==> config.mk <==
export PLATFORM = sky130hd
export DESIGN_NAME = alu32_reg
export DESIGN_NICKNAME = d
export VERILOG_FILES = /design/src/rtl/alu_pkg.sv /design/src/rtl/alu_core.sv /design/src/rtl/alu32_reg.sv
export SDC_FILE = /design/constraint.sdc
export NUM_CORES = 1
export LEC_CHECK = 0
export ABC_AREA = 1
export BUFFER_PORTS_ARGS = -buffer_cell sky130_fd_sc_hd__buf_4
export CAP_MARGIN = 20
export CELL_PAD_IN_SITES_DETAIL_PLACEMENT = 2
export CELL_PAD_IN_SITES_GLOBAL_PLACEMENT = 2
export CORE_MARGIN = 5
export CORE_UTILIZATION = 34
export CTS_CLUSTER_DIAMETER = 100
export DETAILED_ROUTE_END_ITERATION = 10
export PLACE_DENSITY = 0.9
export SYNTH_ARGS = -nofsm -noshare
export SYNTH_HDL_FRONTEND = slang
export SYNTH_HIERARCHICAL = 1
export SYNTH_SLANG_ARGS = --single-unit
==> constraint.sdc <==
create_clock -name clk -period 11.6 [get_ports clk]
set_clock_uncertainty 0.2 [all_clocks]
set_input_delay 1.16 -clock clk [delete_from_list [all_inputs] [get_ports clk]]
set_output_delay 1.16 -clock clk [all_outputs]
set_load 0.005 [all_outputs]
==> src/rtl/alu_pkg.sv <==
// Shared types and constants for the 32-bit registered ALU.
package alu_pkg;

    localparam int WIDTH = 32;

    typedef enum logic [3:0] {
        EQU  = 4'd0,
        LT   = 4'd1,
        LTU  = 4'd2,
        GT   = 4'd3,
        GTU  = 4'd4,
        ADD  = 4'd5,
        ADDU = 4'd6,
        SUBU = 4'd7,
        SLL  = 4'd8,
        SRL  = 4'd9,
        SRA  = 4'd10,
        OR   = 4'd11,
        XOR  = 4'd12,
        AND  = 4'd13
    } alu_op_e;

    typedef struct packed {
        logic z;
        logic v;
        logic c;
        logic n;
    } alu_flags_t;

endpackage

==> src/rtl/alu_core.sv <==
// Combinational ALU core: compares, add/sub with carry-in, shifts, bitwise logic.
module alu_core
    import alu_pkg::*;
(
    input  logic [WIDTH-1:0] a,
    input  logic [WIDTH-1:0] b,
    input  logic [3:0]       op,
    input  logic             cin,
    output logic [WIDTH-1:0] result,
    output alu_flags_t       flags
);

    logic [WIDTH:0]   sum;
    logic [WIDTH-1:0] nb;

    always_comb begin
        // NOTE: every output gets a default first so no path through the case infers a latch.
        result = '0;
        flags  = '0;
        sum    = '0;
        nb     = '0;
        case (op)
            EQU: flags.z = (a == b);
            LT:  flags.z = ($signed(a) < $signed(b));
            LTU: flags.z = (a < b);
            GT:  flags.z = ($signed(a) > $signed(b));
            GTU: flags.z = (a > b);
            ADD, ADDU: begin
                sum     = {1'b0, a} + {1'b0, b} + {{WIDTH{1'b0}}, cin};
                result  = sum[WIDTH-1:0];
                flags.c = sum[WIDTH];
                flags.v = (a[WIDTH-1] == b[WIDTH-1]) && (result[WIDTH-1] != a[WIDTH-1]);
            end
            SUBU: begin
                // Two's complement of B is truncated, so B=0 contributes no carry.
                nb      = ~b + 1'b1;
                sum     = {1'b0, a} + {1'b0, nb} + {{WIDTH{1'b0}}, cin};
                result  = sum[WIDTH-1:0];
                flags.c = sum[WIDTH];
                flags.v = (a[WIDTH-1] != b[WIDTH-1]) && (result[WIDTH-1] != a[WIDTH-1]);
            end
            SLL: result = a << b[4:0];
            SRL: result = a >> b[4:0];
            SRA: result = $signed(a) >>> b[4:0];
            OR:  result = a | b;
            XOR: result = a ^ b;
            AND: result = a & b;
            default: result = '0;
        endcase
        flags.n = result[WIDTH-1];
    end

endmodule

==> src/rtl/alu32_reg.sv <==
// Registered 32-bit ALU. Define ALU_INPUT_REG_EN to add the input register stage
// (latency 2); otherwise only the output register is present (latency 1).
module alu32_reg
    import alu_pkg::*;
(
    input  logic        clk,
    input  logic        reset,
    input  logic [31:0] A_top,
    input  logic [31:0] B_top,
    input  logic [3:0]  Alu_Cntrl_top,
    input  logic        Cin_top,
    output logic        Zero_top,
    output logic        oVerflow_top,
    output logic        Carry_top,
    output logic        Negative_top,
    output logic [31:0] OUT_top
);

    logic [WIDTH-1:0] core_a;
    logic [WIDTH-1:0] core_b;
    logic [3:0]       core_op;
    logic             core_cin;
    logic [WIDTH-1:0] core_result;
    alu_flags_t       core_flags;

`ifdef ALU_INPUT_REG_EN
    logic [WIDTH-1:0] a_d, a_q;
    logic [WIDTH-1:0] b_d, b_q;
    logic [3:0]       op_d, op_q;
    logic             cin_d, cin_q;

    always_comb begin
        a_d   = A_top;
        b_d   = B_top;
        op_d  = Alu_Cntrl_top;
        cin_d = Cin_top;
    end

    always_ff @(posedge clk) begin
        if (reset) begin
            a_q   <= '0;
            b_q   <= '0;
            op_q  <= '0;
            cin_q <= 1'b0;
        end else begin
            a_q   <= a_d;
            b_q   <= b_d;
            op_q  <= op_d;
            cin_q <= cin_d;
        end
    end

    assign core_a   = a_q;
    assign core_b   = b_q;
    assign core_op  = op_q;
    assign core_cin = cin_q;
`else
    assign core_a   = A_top;
    assign core_b   = B_top;
    assign core_op  = Alu_Cntrl_top;
    assign core_cin = Cin_top;
`endif

    alu_core u_core (
        .a      (core_a),
        .b      (core_b),
        .op     (core_op),
        .cin    (core_cin),
        .result (core_result),
        .flags  (core_flags)
    );

    logic [WIDTH-1:0] out_d, out_q;
    alu_flags_t       flags_d, flags_q;

    always_comb begin
        out_d   = core_result;
        flags_d = core_flags;
    end

    always_ff @(posedge clk) begin
        // NOTE: non-blocking assignments so every register samples pre-edge values.
        if (reset) begin
            out_q   <= '0;
            flags_q <= '0;
        end else begin
            out_q   <= out_d;
            flags_q <= flags_d;
        end
    end

    assign OUT_top      = out_q;
    assign Zero_top     = flags_q.z;
    assign oVerflow_top = flags_q.v;
    assign Carry_top    = flags_q.c;
    assign Negative_top = flags_q.n;

endmodule

==> results of run 1 <==
==> where the power goes <==
part / switching [uW] / internal [uW]
Combinational: 445 / 177
Clock: 77.7 / 102
Sequential: 5.51 / 134
==> cell families (layout without fill, tap and decap cells) <==
| group | after synthesis | count (layout) |
|---|---|---|
| XOR/XNOR | 27 | 27 |
| multiplexers | 7 | 7 |
| AND/OR/NAND/NOR | 1260 | 1260 |
| buffers and inverters | 368 | 412 |
| AO/OA/AOI/OAI | 423 | 423 |
| flip-flops | 36 | 36 |
| adder cells (fa/ha/maj) | 138 | 138 |
==> path summary, 6_finish.rpt <==
kind | start | slack [ns] | endpoint | cells past startpoint
setup / recovery | B_top[1] | 5.06 | OUT_top[19] | 22
hold / removal | reset | 1.11 | OUT_top[15] | 2
==> registers in the layout, summed over array words and instances (netlist names) <==
signal and flops:
Zero_top 1, oVerflow_top 1, OUT_top 32, Carry_top 1, Negative_top 1
==> Yosys cell counts (6+ instances only) <==
master	number	area, um^2
sky130_fd_sc_hd__nand2_1	659	2470
sky130_fd_sc_hd__inv_1	279	1050
sky130_fd_sc_hd__nor2_1	242	908
sky130_fd_sc_hd__nand3_1	229	1150
sky130_fd_sc_hd__a21oi_1	152	761
sky130_fd_sc_hd__o21ai_0	150	751
sky130_fd_sc_hd__ha_1	135	1690
sky130_fd_sc_hd__nand4_1	39	244
sky130_fd_sc_hd__dfxtp_1	36	721
sky130_fd_sc_hd__nor3_1	34	170
sky130_fd_sc_hd__buf_2	30	150
sky130_fd_sc_hd__o211ai_1	28	210
sky130_fd_sc_hd__xor2_1	26	228
sky130_fd_sc_hd__clkbuf_1	23	86.3
sky130_fd_sc_hd__o21a_1	23	173
sky130_fd_sc_hd__o21ai_1	16	80.1
sky130_fd_sc_hd__buf_1	12	45.0
sky130_fd_sc_hd__a21o_1	9	67.6
sky130_fd_sc_hd__nand3b_1	9	67.6
sky130_fd_sc_hd__o2111ai_1	9	78.8
sky130_fd_sc_hd__a211oi_1	8	60.1
sky130_fd_sc_hd__buf_6	8	90.1
sky130_fd_sc_hd__or2_2	8	50.1
sky130_fd_sc_hd__mux2i_1	7	70.1
sky130_fd_sc_hd__nand2_2	7	43.8
sky130_fd_sc_hd__inv_2	6	22.5
sky130_fd_sc_hd__nor2_4	6	67.6
sky130_fd_sc_hd__nor4_1	6	37.5
sky130_fd_sc_hd__o22ai_1	6	37.5
==> routing by layer <==
layer	global-route usage, %	wire [um]	up-vias
met1	47.3	31700	8468
li1	-	-	7503
met5	0	17	-
met4	19.9	4960	2
met3	4.56	4920	223
met2	62.4	35000	744
==> final cells by class <==
type	instances	area share, %
Clock buffer	5	0.942
Clock inverter	3	0.320
Inverter	289	8.18
Multi-Input combinational cell	1855	74.3
Sequential cell	36	5.43
Tap cell	461	4.34
Timing Repair Buffer	115	6.50
==> metrics by stage <==
stage | hold slack, ns | util (%) | setup WS, ns | cells
floorplan | 1.16 | - | 6.97 | 2259
global placement | 1.34 | 37.1 | 5.31 | 2756
detailed placement | 1.34 | 37.1 | 5.05 | 2756
CTS | 1.11 | 37.6 | 5.38 | 2764
global route | 1.12 | 37.6 | 5.11 | 2764
finish | 1.11 | 37.6 | 5.06 | 2764
==> critical path: cells and delay by family <==
family | cells | cell delay (ns)
and+or+nand+nor | 13 | 3.09
buffers and inverters | 6 | 1.27
adders and majority gates | 2 | 0.72
xor gates and xnor gates | 1 | 0.21
==> cells in the final DEF, fill, tap and decap left out, drive strengths merged, types with 4 or more instances in the layout <==
master / count
nand2: 666
inv: 285
nor2: 253
nand3: 230
o21ai: 167
a21oi: 154
ha: 135
buf: 115
nand4: 40
nor3: 39
dfxtp: 36
o211ai: 28
xor2: 26
o21a: 23
a21o: 9
nand3b: 9
o2111ai: 9
or2: 9
a211oi: 8
nor4: 8
mux2i: 7
o22ai: 6
clkbuf: 5
clkinv: 5
o21bai: 4
a221oi: 4
==> results, run 1 <==
- The run finished with clean final reports.
- VDD sags by at most 48.0 uV.
- The distinct cell type count after synthesis is 56.
- Of the total synthesized cell area, the portion taken by XOR and XNOR cells is 1.96%.
- Yosys mapped a number of flops with a built-in enable equal to 0.
- The number of top-level pins is 107.
- The longest individual stage delay on the worst path is 0.68 ns.
- The count of buffers added on input and output ports is 106.
- At the end of routability-driven placement, the weighted congestion stood at 0.989.
- The initial cell density of the core is 34.2%.
- Along the worst path, the maximum fanout reaches 63.
- Setup repair after global routing left no endpoint under its margin.
- The total negative setup slack is 0 ns.
- Of the total synthesized cell area, the portion taken by full adders, half adders and majority gates is 14.5%.
- The x dimension of the die is 198 um.
- The routed wirelength normalized by instance count is 27.7 um.
- The H-tree was split into 2 levels.
- Buffers inserted during clock tree synthesis total 5.
- The multi-input combinational cell area is 0.00986 mm^2.
- The layout-stage area growth over the synthesis result is 9.90%.
- The number of nets handed over by synthesis was 2,468.
- No sink is reached through more buffers than the 2 on the longest clock path.
- In the synthesized netlist the dominant register cell turns out to be sky130_fd_sc_hd__dfxtp_1.
- The number of hold-slack violations in the final timing report is 0.
- Dividing the final minimum period by the clock period gives 56.4%.
- The core region is 0.0353 mm^2.
- For this run, the top clock speed supported by timing is 153 MHz.
- The number of nets in the final layout is 2,511.
- The share of post-route cells with drive strength above 1 is 7.29%.
- For this run, the number of Yosys warnings is 6.
- After synthesis, the mean cell area works out to 5.35 um^2.
- The cell that appears most often on the critical path is sky130_fd_sc_hd__inv_1.
- STA classifies the critical path endpoint as a flop.
- The number of buffers added for setup after CTS is 0.
- The number of antenna violations at the first check in global routing is 1.
- The violation count after the first detailed-routing iteration is 1,367.
- The final layout contains routed wiring with a total length of 76,600 um.
- In this run the static leakage power is 0.00682 uW.
- The kind of critical path is primary input to flop.
- The count of mapped cells out of synthesis is 2,259.
- The first global-routing pass estimated 111,000 um of wire.
- Counting flops with an async set or reset pin after synthesis yields a share of 0%.
- The signal on the critical path passes through buf_4, inv_2, buf_4, ha_1, nand3_2, nor3_4, nand2_2, nor4_2, xor2_1, inv_1, ha_1, nand2_1, nor2_1, inv_1, nor3_1, nand4_1, nand3_1, nand2_1, nand3_1, nand4_1, inv_1, nor2_1.
- The post-synthesis share of cell area spent on and, or, nand and nor gates is 44.8%.
- The root cell of the clock tree is sky130_fd_sc_hd__clkbuf_16.
- At the worst endpoint, the arrival time is 6.52 ns.
- For the pin with the worst max-slew slack, the measured transition is 1.11 ns.
- The number of slew-limit violations in the final report was 0.
- The number of fill cells in the layout is 4,708.
- The cell area after synthesis is 0.0121 mm^2.
- In this run the core area contains 69 standard-cell rows.
- The dominant combinational cell family by area after synthesis is simple AND/OR/NAND/NOR gates.
- After clock tree synthesis, the flow added hold-fix buffers numbering 0.
- Power spread over the standard cell area amounts to 70.8 mW/mm^2.
- The number of max-capacitance violations reported is 0.
- The worst-case headroom to the max-slew limit is 25.8%.
- The clock-pin slew on the worst setup and hold paths is 0.08 ns.
- The post-CTS resize count is 0.
- The post-synthesis compound-gate area fraction is 19.8%.
- With fillers left out, the area of the finished cells amounts to 0.0133 mm^2.
- TritonCTS built the clock tree.
- The post-detailed-route via-to-cell ratio is 6.13.
- The die covers 0.0394 mm^2.
- Summing the sequential cell areas from Yosys gives 5.97% of the chip area.
- The number of antenna diodes in the final layout is 0.
- The total power consumption of the routed design is 940 uW.
- The post-route antenna net violation count is 0.
- Global routing used 37.5% of the available tracks across all layers.
- In this run the worst hold path is classified as primary input to flop.
- The register area is 721 um^2.
- The largest net degree at the start of global routing is 72.
- For this run the aggregate overflow at the end of global routing stands at 0.
- The minimum period implied by the final worst setup slack is 6.54 ns.
- The number of global-route vias before repair is 17,700.
- The largest individual stage delay along the critical path comes from the cell sky130_fd_sc_hd__nor3_1.
- Setup violations remaining at the end of the flow were counted as 0.
- STA classifies the critical path startpoint as a primary input.
- The routed via count is 16,900.
- The register bit total from synthesis is 36.
- The placed wire-length estimate after detailed placement is 64,100 um.
- In this run the vertical extent of the chip is 198 um.
- Data on the critical path is required at its endpoint by 11.58 ns.
- In this run the cell area measured after placement is 0.0131 mm^2.
- Before antenna repair, the detailed router went through 5 iterations.
- After detailed routing, the number of remaining DRC violations is 0.
- For this design, the sink count on the clock tree is 36.
- The fraction of synthesized area in multiplexers is 0.580%.
Note: power is estimated with default switching activity, not from simulation.
==> run 2: changes to the inputs <==
Settings changed: ABC_AREA 1 to 0, CORE_UTILIZATION 34 to 33, PLACE_DENSITY 0.9 to 0.8.
Clock period 11.6 ns to 5.7 ns, I/O delays scaled along.
==> results, run 2 <==
- Net switching is 50.1% of the power.
- The die is 196 um tall.
- The number of port buffers is 106.
- The data required time at the worst endpoint is 5.67 ns.
- The clock tree synthesis step divided the H-tree into 2 levels.
- The number of buffers added for setup after CTS is 0.
- The number of top-level pins is 107.
- The number of instances on the worst hold path is 2.
- The cell leakage power is 0.00532 uW.
- The run finished with clean final reports.
- The critical path crosses 20 cells after its start point.
- The number of design rule violations left after detail routing is 0.
- Leaving out fill and tap cells, the most frequent cell in the layout is sky130_fd_sc_hd__nor2_1.
- The overall die area is 0.0384 mm^2.
- The routed via count is 13,100.
- The synthesis warning total is 6.
- TritonCTS built the clock tree.
- The internal power consumption is 908 uW.
- The combinational share of power is 67.6%.
- The share of synthesized flip-flops with an asynchronous set or reset is 0%.
- For this design, the slowest cell found on the critical path is sky130_fd_sc_hd__or4_4.
- After legalization and detailed placement, the total HPWL measured 46,300 um.
- In this run, the clock network consumes 17.0% of the power.
- Buffers inserted to repair hold after CTS numbered 0.
- The root cell of the clock tree is sky130_fd_sc_hd__clkbuf_16.
- Summed over its instances, the top area cell type makes up 14.8% of the synthesized netlist area.
- The initial cell density of the core is 33.2%.
- The most frequent cell after synthesis is sky130_fd_sc_hd__nor2_1.
- The number of CTS-inserted buffers is 5.
- The largest total area in the synthesized netlist belongs to sky130_fd_sc_hd__ha_1.
- The number of global-route vias before repair is 13,600.
- The share of post-route cells with drive strength above 1 is 15.6%.
- The slew at the pin with the worst max-slew slack is 1.13 ns.
- The number of antenna violations at the first check in global routing is 4.
- The register with the most flip-flops in the layout has 32 of them.
- Among all flip-flop cells after synthesis, the most frequent one is sky130_fd_sc_hd__dfxtp_1.
- The clock period could shrink to 5.27 ns.
- STA classifies the critical path endpoint as a flop.
- Sorting the synthesized cells by area gives the leading types as sky130_fd_sc_hd__ha_1, sky130_fd_sc_hd__mux4_2, sky130_fd_sc_hd__dfxtp_1, sky130_fd_sc_hd__a21oi_1, sky130_fd_sc_hd__nor2_1.
- Total power for the finished layout comes to 1820 uW.
- Summed over all nets, the switching power comes to 912 uW.
- The wire length of the first global-routing pass is 88,100 um.
- The number of fill cells in the layout is 4,031.
- The class of the tightest hold or removal check is primary input to flop.
- The number of max-capacitance violations reported is 0.
- For this run, the total global-route usage over all layers was measured as 29.5%.
- The number of nets in the final layout is 1,766.
- Setup repair after global routing left no endpoint under its margin.
- Clock-pin slew was measured on the worst setup and hold paths at 0.07 ns.
- Setup violations remaining at the end of the flow were counted as 0.
- The routed design has 59,200 um of wire.
- The number of hold-slack violations in the final timing report is 0.
- In the final routed layout, each cell accounts on average for 29.3 um.
- The post-synthesis net count is 1,726.
- The number of placement rows is 68.
- Summing every instance area after synthesis gives 0.0114 mm^2.
- The global route total overflow is 0.
- The synthesized design contains 36 register bits.
- After clock tree synthesis, the repair step resized 0 gates.
- The region available for standard cell placement spans 0.0344 mm^2.
- The critical path data arrival time is 5.24 ns.
- The worst-case headroom to the max-slew limit is 24.7%.
- The total number of clock tree sinks is 36.
- The largest net degree at the start of global routing is 74.
- The final standard cell utilization of the core is 37.0%.
- The worst min-delay path startpoint is reset.
- Counting instances in the post-synthesis netlist gives the leading cell types as sky130_fd_sc_hd__nor2_1, sky130_fd_sc_hd__ha_1, sky130_fd_sc_hd__a21oi_1.
- Sequential cells were found to cover 6.31% of the synthesized design area.
- The detail route stage leaves a number of antenna-violating nets equal to 0.
- The maximum fanout along the worst path is 7.
- The post-detailed-route via-to-cell ratio is 6.50.
- The highest clock frequency the design can meet is 190 MHz.
- The critical path is of the primary input to flop type.
- Power spread over the standard cell area amounts to 143 mW/mm^2.
- The violation count after the first detailed-routing iteration is 1,422.
- The total negative setup slack is 0 ns.
- Tracing the worst setup path back leads to its startpoint at B_top[0].
- The worst ir drop on vdd is 95.7 uV.
- Leaving out fill and tap cells, the most frequent cells in the layout are sky130_fd_sc_hd__nor2_1, sky130_fd_sc_hd__buf_4, sky130_fd_sc_hd__ha_1.
- The congestion estimate from routability-driven global placement came to 0.948.
- The number of enable flip-flop cells after synthesis is 0.
- The number of buffers and inverters on the critical path is 2.
- The count of mapped cells out of synthesis is 1,517.
- The maximum buffer depth of the clock tree is 2.
- Among cell families on the critical path, the largest total delay comes from simple AND/OR/NAND/NOR gates.
- The number of slew-limit violations in the final report was 0.
- On the final layout, the worst hold slack is 0.537 ns.
- The power share of the sequential group is 15.4%.
- The distinct cell type count after synthesis is 89.
- The startpoint class of the critical path is a primary input.
- The critical path goes through buf_4, inv_1, ha_1, nand3_2, or4_4, nor2_4, nand2_2, or4_4, nor2_1, xnor2_1, ha_1, a21o_1, a21o_1, a21oi_1, nor3_1, a2111oi_0, o211ai_1, a221oi_1, o211ai_1, nor2b_1.
- The first detailed-routing pass ran for 5 iterations.
- Relative to the synthesized area, the layout overhead comes to 11.4%.
- The x dimension of the die is 196 um.
- A synthesized cell averages 7.53 um^2.
- The final critical path takes up 92.4% of the cycle.
- The longest individual stage delay on the worst path is 0.52 ns.
run 2: changes by cell type after synthesis, sizes merged, moves of 45 or more:
cell,delta
nand2,-566
nand3,-189
clkbuf,+48
xnor2,+51
nor2b,+45
o21ai,-61
nor2,-99
inv,-192
mux4,+61
run 2: logic make-up (layout without fill, tap and decap cells):
| logic type | Yosys count | count (layout) | synth area share (%) |
|---|---|---|---|
| xor gates and xnor gates | 65 | 65 | 4.99 |
| and+or+nand+nor | 486 | 486 | 21.6 |
| adders and majority gates | 138 | 138 | 15.3 |
| muxes | 105 | 105 | 16.3 |
| other | 0 | 3 | 0 |
| buffers and inverters | 203 | 244 | 7.47 |
| AOI/OAI and AO/OA | 484 | 484 | 28.0 |
| DFF | 36 | 36 | 6.31 |
run 2: power groups by stage:
stage          clock network [uW]  logic (uW)  registers, uW
6_report                      310        1230            281
5_1_grt                       328        1310            283
4_1_cts                       322        1200            281
3_5_place_dp                    0        1190            286
3_3_place_gp                    0        1160            286
2_1_floorplan                   0         739            288
run 2: final timing paths:
| check | to |
|---|---|
| setup / recovery | OUT_top[27] |
| hold / removal | OUT_top[0] |
run 2: area by class of cell:
type                            instances  area (um^2)  area share, %
Antenna cell                            3         7.51         0.0590
Clock buffer                            6          139           1.09
Clock inverter                          2         10.0         0.0787
Inverter                               94          353           2.77
Multi-Input combinational cell       1278         9860           77.5
Sequential cell                        36          721           5.66
Tap cell                              455          569           4.47
Timing Repair Buffer                  142         1060           8.35
run 2: per-stage QoR:
stage               instance area, um^2  instances  setup slack, ns
CTS                               12700       2013            0.510
global placement                  12600       2004            0.300
detailed placement                12600       2005            0.183
floorplan                         11400       1517            0.119
finish                            12700       2016            0.432
global route                      12700       2013            0.262
run 2: metal layers:
metal / wire, um / vias up / track usage, %
met3: 3920 / 94 / 4.26
met5: 21 / - / 0
met1: 26300 / 6696 / 40.8
met4: 1790 / 4 / 8.90
li1: - / 5742 / -
met2: 27100 / 562 / 47.8
==> run 3: changes to the inputs <==
Settings changed: MAX_ROUTING_LAYER from default to met4.
==> results, run 3 (synthesized netlist as in run 2, its figures left out) <==
- The largest single stage delay on the critical path is 0.52 ns.
- After global routing the overflow that remains totals 0.
- Summing over every cut layer, the via total after detailed routing is 13,200.
- The post-detailed-routing wire length is 60,900 um.
- Global routing consumed, over all layers together, 31.4% of the routing resources.
- Compared with the post-synthesis result, the final layout area differs by 11.6%.
- The most common library cell in the layout ignoring fill and taps is sky130_fd_sc_hd__nor2_1.
- The count of TritonRoute iterations in the first routing pass is 5.
- Summed over all cells, the static leakage comes to 0.00533 uW.
- Of the cells placed in the final design, the portion with a size suffix greater than 1 is 15.7%.
- The wire length of the first global-routing pass is 90,100 um.
- The total setup violations reported at the end of the flow is 0.
- The number of placement rows is 68.
- The clock-pin slew on the worst setup and hold paths is 0.08 ns.
- The combinational share of power is 66.0%.
- The switching share of total power is 49.9%.
- The power share of the sequential group is 14.9%.
- Leaving out fill and tap cells, the most frequent cells in the layout are sky130_fd_sc_hd__nor2_1, sky130_fd_sc_hd__buf_4, sky130_fd_sc_hd__ha_1.
- The number of buffers added for setup after CTS is 0.
- The count of nets left with antenna violations once routing finished came out at 0.
- The register with the most flip-flops in the layout has 32 of them.
- The number of hold-slack violations in the final timing report was 0.
- In the final design database the tool counted 1,767 nets.
- The slew at the pin with the worst max-slew slack is 1.11 ns.
- The floorplan step defined a die boundary enclosing 0.0384 mm^2.
- The vertical die dimension is 196 um.
- In this run, placement finished with an instance count of 2,005.
- The routed wirelength normalized by instance count is 30.2 um.
- The critical path data arrival time is 5.20 ns.
- The class of the tightest hold or removal check is primary input to flop.
- The total negative setup slack is 0 ns.
- Entering global routing, the biggest net connects 73 pins.
- The number of max-capacitance violations reported is 0.
- The minimum period implied by the final worst setup slack is 5.18 ns.
- The root buffer cell chosen for the clock tree is sky130_fd_sc_hd__clkbuf_16.
- Internal power comes to 943 uW.
- The number of antenna violations at the first check in global routing is 2.
- In this run the deepest clock path goes through 2 buffers.
- The worst ir drop on vdd is 114 uV.
- The kind of critical path is primary input to flop.
- The x dimension of the die is 196 um.
- In this run the worst path has a maximum fanout of 7.
- Input and output buffers added on the ports amount to 106.
- The number of slew-limit violations in the final report was 0.
- Once layout is complete, the cells apart from fillers number 2,015.
- The number of fill cells in the layout is 4,074.
- Summed over all nets, the half-perimeter wirelength after detailed placement is 46,900 um.
- Measured against its own limit, the worst slew margin works out to 26.3%.
- For this run, design rule violations remaining after detail routing come to 0.
- The power dissipated by switching net loads is 938 uW.
- The total area inside the core boundary comes to 0.0344 mm^2.
- The clock network fraction of total power is 19.1%.
- The total number of H-tree levels is 2.
- Clock tree synthesis inserted a total of 5 buffers.
- Setup repair after global routing left no endpoint under its margin.
- The run finished with clean final reports.
- The data required time at the worst endpoint is 5.71 ns.
- Gates resized during post-CTS repair numbered 0.
- At the end of routability-driven placement, the weighted congestion stood at 0.994.
- The post-detailed-route via-to-cell ratio is 6.55.
- For this design, the slowest cell found on the critical path is sky130_fd_sc_hd__or4_4.
- The power per unit of standard cell area is 148 mW/mm^2.
- TritonCTS built the clock tree.
- The initial cell density of the core is 33.2%.
- The hold-fix buffer count after cts is 0.
- Traced cell by cell, the critical path runs through buf_4, inv_1, ha_1, nand3_2, or4_4, nor2_4, nand2_2, or4_4, nor2_1, xnor2_1, ha_1, a21o_1, a21o_1, a21oi_1, nand2_1, a311o_1, a21o_1, a41o_1, o32a_1, and2b_2.
- The startpoint class of the critical path is a primary input.
- The number of top-level pins is 107.
- The violation count after the first detailed-routing iteration is 1,421.
- The highest clock frequency the design can meet is 193 MHz.
- The number of global-route vias before repair is 13,600.
- For this design, the sink count on the clock tree is 36.
- The final critical path takes up 90.9% of the cycle.
- The cell repeated most along the worst path is sky130_fd_sc_hd__a21o_1.
- STA classifies the critical path endpoint as a flop.
## run 3: power by group through the flow
stage          registers (uW)  clock network [uW]  logic [uW]
2_1_floorplan             288                   0         739
3_3_place_gp              286                   0        1170
3_5_place_dp              287                   0        1200
4_1_cts                   281                 370        1210
5_1_grt                   283                 379        1320
6_report                  281                 360        1240
## run 3: final timing paths
kind | from | to | slack (ns) | cells past startpoint
setup / recovery | B_top[0] | oVerflow_top | 0.52 | 20
hold / removal | reset | OUT_top[24] | 0.53 | 2
## run 3: cell type report
class | count | area [um^2] | share of cell area [%]
diodes | 1 | 2.50 | 0.0196
well taps | 455 | 569 | 4.47
repair buffers | 143 | 1070 | 8.41
clock buffers | 6 | 129 | 1.01
clock inverters | 2 | 35.0 | 0.275
flip-flops and latches | 36 | 721 | 5.66
inverters | 94 | 353 | 2.77
multi-input cells | 1278 | 9860 | 77.4
## run 3: through the flow
step	setup WS [ns]	total power, uW	cell area [um^2]	util (%)	hold slack, ns
6_report	0.518	1880	12700	37.1	0.532
5_1_grt	0.346	1980	12700	37.1	0.528
4_1_cts	0.527	1860	12700	37.0	0.517
3_5_place_dp	0.216	1490	12600	36.6	0.755
3_3_place_gp	0.387	1450	12600	36.6	0.751
2_1_floorplan	0.119	1030	11400	-	0.561
## run 3: worst max-delay path: cells and delay by family
family / cells / cell delay [ns]
and+or+nand+nor: 8 / 1.96
AOI/OAI and AO/OA: 7 / 1.72
adders and majority gates: 2 / 0.56
buffers and inverters: 2 / 0.22
xor gates and xnor gates: 1 / 0.14
## run 3: layer usage
metal	GRT usage [%]	vias to the layer above	wire length, um
li1	-	5745	-
met1	41.3	6759	25900
met2	49.2	600	27900
met3	5.84	100	5070
met4	9.72	0	1950
met5	-	-	0
